## config.mk

```make
export PLATFORM = sky130hd
export DESIGN_NAME = li_expander
export DESIGN_NICKNAME = d
export VERILOG_FILES = /design/src/rtl/li_expander_pkg.sv /design/src/rtl/li_expander.sv
export SDC_FILE = /design/constraint.sdc
export NUM_CORES = 1
export LEC_CHECK = 0
export CORE_MARGIN = 3
export CORE_UTILIZATION = 39
export DETAILED_ROUTE_END_ITERATION = 10
export GPL_TIMING_DRIVEN = 0
export PLACE_DENSITY = 0.75
export SLEW_MARGIN = 40
export SYNTH_ARGS = -nofsm -noshare
export SYNTH_HDL_FRONTEND = slang
export SYNTH_SLANG_ARGS = --single-unit
```

## constraint.sdc

```tcl
create_clock -name clk -period 1.6 [get_ports clk]
set_input_delay 0.16 -clock clk [delete_from_list [all_inputs] [get_ports clk]]
set_output_delay 0.16 -clock clk [all_outputs]
set_load 0.005 [all_outputs]
```

## src/rtl/li_expander_pkg.sv

```systemverilog
// Shared MIPS definitions for the load-immediate expander.
// Holds the I-type opcodes used to rebuild a 32-bit constant and the
// state encoding of the expander FSM.
package li_expander_pkg;

    localparam logic [5:0] OP_LUI = 6'b001111;
    localparam logic [5:0] OP_ORI = 6'b001101;

    typedef enum logic [1:0] {
        ST_IDLE     = 2'd0,
        ST_EMIT_LUI = 2'd1,
        ST_EMIT_ORI = 2'd2
    } li_state_t;

endpackage

```

## src/rtl/li_expander.sv

```systemverilog
// Load-immediate expander.
// Accepts a 32-bit constant and a destination register, then emits the
// MIPS LUI/ORI sequence that rebuilds the constant in that register.
// With SKIP_ZERO=1 a LUI whose upper half is zero, or an ORI whose lower
// half is zero after a LUI, is left out; a zero constant still yields a
// single ORI rt,$zero,0.
//
// Ports:
//   clk, rst_n   clock and asynchronous active-low reset
//   req_valid    request present
//   req_ready    block is idle and accepts a request
//   req_value    constant to materialise
//   req_rt       destination register number
//   instr_valid  instr carries a valid instruction word
//   instr_ready  consumer accepts instr
//   instr        emitted instruction word
//   instr_last   final word of the current sequence
//   busy         FSM is not idle
module li_expander
    import li_expander_pkg::*;
#(
    parameter bit SKIP_ZERO = 1'b1
) (
    input  logic        clk,
    input  logic        rst_n,
    input  logic        req_valid,
    output logic        req_ready,
    input  logic [31:0] req_value,
    input  logic [4:0]  req_rt,
    output logic        instr_valid,
    input  logic        instr_ready,
    output logic [31:0] instr,
    output logic        instr_last,
    output logic        busy
);

    li_state_t   state;
    li_state_t   state_nxt;
    logic [31:0] value_q;
    logic [4:0]  rt_q;
    logic        accept;
    logic        hi_nz;
    logic        lo_nz;
    logic        lui_in_seq;

    assign accept = req_valid && (state == ST_IDLE);
    assign hi_nz  = (value_q[31:16] != 16'd0);
    assign lo_nz  = (value_q[15:0] != 16'd0);

    // Whether this sequence contains a LUI follows from the captured value
    // alone, so the ORI rs field needs no extra flag.
    assign lui_in_seq = hi_nz || !SKIP_ZERO;

    // State register and request capture; the request inputs are only
    // sampled on acceptance so later changes cannot disturb a sequence.
    always_ff @(posedge clk or negedge rst_n) begin
        if (!rst_n) begin
            state   <= ST_IDLE;
            value_q <= 32'd0;
            rt_q    <= 5'd0;
        end else begin
            state <= state_nxt;
            if (accept) begin
                value_q <= req_value;
                rt_q    <= req_rt;
            end
        end
    end

    // Next-state and output decode. Outputs depend on the state and the
    // captured registers only, never on instr_ready.
    always_comb begin
        state_nxt   = state;
        req_ready   = 1'b0;
        busy        = 1'b1;
        instr_valid = 1'b0;
        instr       = 32'd0;
        instr_last  = 1'b0;

        case (state)
            ST_IDLE: begin
                req_ready = 1'b1;
                busy      = 1'b0;
                if (req_valid) begin
                    // Decide from the incoming value, the registers are not
                    // loaded yet.
                    if ((req_value[31:16] != 16'd0) || !SKIP_ZERO) begin
                        state_nxt = ST_EMIT_LUI;
                    end else begin
                        state_nxt = ST_EMIT_ORI;
                    end
                end
            end
            ST_EMIT_LUI: begin
                instr_valid = 1'b1;
                instr       = {OP_LUI, 5'd0, rt_q, value_q[31:16]};
                instr_last  = !lo_nz && SKIP_ZERO;
                if (instr_ready) begin
                    state_nxt = (lo_nz || !SKIP_ZERO) ? ST_EMIT_ORI : ST_IDLE;
                end
            end
            ST_EMIT_ORI: begin
                instr_valid = 1'b1;
                instr       = {OP_ORI, (lui_in_seq ? rt_q : 5'd0), rt_q, value_q[15:0]};
                instr_last  = 1'b1;
                if (instr_ready) begin
                    state_nxt = ST_IDLE;
                end
            end
            default: begin
                state_nxt = ST_IDLE;
            end
        endcase
    end

endmodule

```

Yosys cells after proc, flatten, opt, wreduce, memory -nomap -nowiden:

Index checks and enable logic that the tools add are counted.

* input port bits: 41
* register bits: 39
* output and inout bits: 36
* logic and storage cells: 28

* muxes and demuxes: 12
* reductions and logical operators: 8
* equality and inequality tests: 5

Operator list (number)
* $pmux 30 s2: 1
* $reduce_bool 16->1: 3
* $mux 2: 5
* $ne 2x2->1 const B: 3
* $pmux 2 s3: 1
* $mux 5: 1
* $mux 1: 3
* $reduce_and 3->1: 1
* $eq 2x1->1 const B: 1
* $eq 2x2->1 const B: 1
* $logic_not 2->1: 1
* $pmux 1 s2: 1
* $reduce_or 2->1: 1
* $logic_and 1x1->1: 1
* $logic_not 1->1: 1

Logic depth before layout (Yosys ltp):

* depth in word-level cells: 4
* gate-level depth with buffers: 6
* depth with buffers taken out: 6

Least setup slack after synthesis:

OpenSTA, ideal clock, no wires.

* kind: register to output
* from: register state[0]
* to: output port instr[8]
* arrival: 1.524 ns
* required time: 1.440 ns
* slack: -0.084 ns
* buffers on the path: 2
* cell stages (with the launch flop): 7
* cells stage by stage: dfrtp_1 inv_1 ha_1 and2_1 buf_2 buf_2 a22o_2

* longest elaborated chain between the ends: 2
* elaborated cells between the ends (all ways): 3

RTL lines
* start: declaration: RTL line li_expander.sv:37 `li_state_t state;`
* start signal: assignment: RTL line li_expander.sv:62 `state <= state_nxt;`
* $eq 2x2->1 or $eq 2x1->1 (tied branches): RTL line li_expander.sv:80 `case (state)`
* $pmux 30 s2 *: RTL line li_expander.sv:80
* end: declaration: RTL line li_expander.sv:32 `output logic [31:0] instr,`

Mark *: on every way between the ends. The rest lies on a longest branch, timed or not.

Final worst setup path:

* from: register state[0]
* to: output port instr[15]

Same word-level chain as after synthesis.

==> flow_summary.yaml <==
cells_and_area:
  nets: 294
  drive_above_1_share_pct: 50.8
  instances_no_fill: 315
  final_util_pct: 66.8
  layout.cells.most_common_list: "sky130_fd_sc_hd__clkdlybuf4s50_1, sky130_fd_sc_hd__dfrtp_1, sky130_fd_sc_hd__mux2_2, sky130_fd_sc_hd__buf_2, sky130_fd_sc_hd__buf_4"
  antenna_diode_instance_count: 0
  area_delta_synth_final_pct: 57.7
routing:
  routed_wirelength_microns: 5390
  antenna_left: 0
  detailedRoute.firstPassIterationCount: 4
  drt-initial-drc-count: 52
  num_vias: 1601
  routedWlPerCell_microns: 17.1
  post_drt_via_cell_ratio: 5.08
  drc_errors: 0
timing:
  timing_hold_violations_final: 0
  period_needed_ps: 2000
  setup_viol: 30
  timing.final.max_slew_violations: 0
  fmax_achieved_ghz: 0.500
  min_period_over_period_pct: 125
  setup_tns_ps: -8360
  grt_setup_unrepaired: "yes"
  finalClockSkew_ps: 2.66
  timing.final.ws_setup_ps: -401
  holdWs_ps: 375
setup_path:
  timing.setup.critical_path_class: "reg -> out"
  crit_slowest_cell: "sky130_fd_sc_hd__dfrtp_1"
  critical_path_source: "state[0]"
  r2r_start: "state[1]"
  most_common_cell_on_crit_path: "sky130_fd_sc_hd__buf_6"
  reg2reg_to: "state[1]"
  setup.worst_path.start_class: "register"
  crit_required_ps: 1440
  setup.reg_to_reg.worst_slack_ps: 20
  critical-path-max-stage-delay_ps: 410
  worstSetupEndpointType: "output pin"
  timing.reg2reg.worst_path_depth: 5
  worstPathCellList: "inv_2 -> ha_4 -> and2_4 -> buf_6 -> buf_6 -> buf_6 -> a22o_1 -> buf_2"
  critPathMaxFanout: 5
  timing.critical_path.arrival_ps: 1840
cts:
  clock_insertion_delay_worst_skew_ps: 290
  path_clk_slew_ps: 70
  cts.htree.levels: 2
  cts_root_buffer: "sky130_fd_sc_hd__clkbuf_8"
  clockBufferDepth: 2
  numClockSinks: 39
  cts-buffers-inserted: 5
  clock_tree_from_tritoncts: "built"
floorplanning:
  fp.coreArea_sq_um: 4560
  io-pin-count: 77
  dieArea_sq_um: 5840
  initial_standard_cell_utilization_of_the_core_pct: 42.4
  die_h_microns: 76.4
  die_width_microns: 76.4
  placement_rows: 24
yosys:
  combinational_family_with_the_most_area_after_synthesis: "multiplexers"
  synthSimpleGateAreaFrac_pct: 11.0
  muxShareOfSynthArea_pct: 22.1
  synth_cell_types: 21
  synth-seq-cells: 39
  xor_and_xnor_fraction_of_the_mapped_netlist_area_pct: 0
  synth.cell_area_sq_um: 1930
  synth_fa_ha_area_share_pct: 2.59
  synth.yosys.seq_area_share_pct: 50.5
  syn_avg_cell_area_sq_um: 12.9
  synthCells: 150
  synth.yosys.warnings: 0
  synth_compound_area_share_pct: 9.26
power_and_ir_drop:
  sw_frac_of_total_pct: 34.4
  power_frac_clock_pct: 14.7
  vdd_ir_drop_max_uv: 803
  power_report.internal_total_uw: 3770
  p_switching_uw: 1980
  power_density_nw_per_um2: 1890
  comb_power_share_pct: 50.0
  p_leak_uw: 0.00136
  seq_power_share_pct: 35.3
job:
  max_cap_viols: 0
grt:
  grt_max_degree: 40
  antenna_violations_before_repair: 0
  grt_pass1_vias: 1636
  grt.overflow.total: 0
  grt_first_pass_wirelength_microns: 8650
  total_grt_usage_pct: 18.9
run_status:
  violations: "setup timing"
  run_status: "finished with violations"
placement:
  routabilityCongestion: 0.807
  detailed_place_hpwl_microns: 3750
  place_worst_setup_slack_ps: -600
  dpl.cell_count: 290
  numPortBuffers: 74
worst_hold_path:
  worstHoldPathType: "in -> async"
[final cells by class]
class                           count  area, sq um
Clock buffer                        6         82.6
Timing Repair Buffer               91          759
Multi-Input combinational cell     97          998
Fill cell                         363         1520
Inverter                            3         11.3
Sequential cell                    39          976
Tap cell                           65         81.3
Clock inverter                      2         35.0
Buffer                             12          105
[timing repair]
| item | 4_1_cts | 5_1_grt |
|---|---|---|
| pin swaps | 23 | 5 |
| setup endpoints to repair | 64 | 62 |
| buffers inserted | 14 | 3 |
| endpoints found under the hold margin | 39 | 0 |
| hold buffers | 1 | 0 |
| gates resized for setup | 153 | 9 |
| gates cloned | 4 | 0 |
[how the worst max path moves through the flow]
stage,depth (start not counted),endpoint,slack (ps)
after floorplan,6,instr[8],8
after CTS,8,instr[15],-420
after detailed placement,7,instr[9],-600
after global placement,1,rt_q[2],-610
after global routing,8,instr[11],-460
final,8,instr[15],-400
[state kept, by name (all words and copies together) (netlist names)]
name,cells
state,2
rt_q,5
value_q,32
[Yosys cell counts, drive strengths merged]
cell type / count / share of area, %
ha: 4 / 2.6
dfrtp: 39 / 50
nor4: 12 / 5.2
and2: 7 / 2.3
a22o: 17 / 7.8
a41oi: 1 / 0.45
o22ai: 1 / 0.32
nand4: 2 / 0.65
nor2: 3 / 0.58
nor2b: 5 / 1.6
mux2: 38 / 22
o2bb2ai: 1 / 0.45
conb: 1 / 0.19
nand2: 3 / 0.71
o21ai: 1 / 0.26
inv: 3 / 0.58
buf: 12 / 3.8
[layer usage]
metal  vias to the layer above  routed length (microns)  GRT usage (%)
li1                        744                        -              -
met1                       785                     2360           24.7
met2                        65                     2640           32.1
met3                         7                      331           4.14
met4                         0                       55           4.35
met5                         -                        0              0
[power by group through the flow]
stage / registers [uW] / logic, uW / clock network, uW
floorplan: 1810 / 1520 / 0
global placement: 1960 / 2630 / 0
detailed placement: 1970 / 2660 / 0
CTS: 2000 / 2770 / 857
global route: 2080 / 3090 / 896
finish: 2030 / 2870 / 848
[stage by stage]
stage	instance area (sq um)	total power (uW)
final	3050	5750
after global routing	3050	6070
after CTS	3030	5620
after detailed placement	2770	4630
after global placement	2770	4600
after floorplan	1950	3330
[kinds of logic (layout without fill, tap and decap cells)]
logic type / Yosys count / after routing
AOI/OAI and AO/OA: 21 / 21
adders and majority gates: 4 / 4
buffers and inverters: 15 / 114
DFF: 39 / 39
muxes: 38 / 38
other: 1 / 2
and+or+nand+nor: 32 / 32
[worst max-delay path, delay by kind of cell (launching register included)]
family,cells,cell delay (ps)
buffers and inverters,5,550
adder cells (fa/ha/maj),1,260
AND/OR/NAND/NOR,1,150
AO/OA/AOI/OAI,1,170
flip-flops,1,410
(Power assumes the default switching activity.)
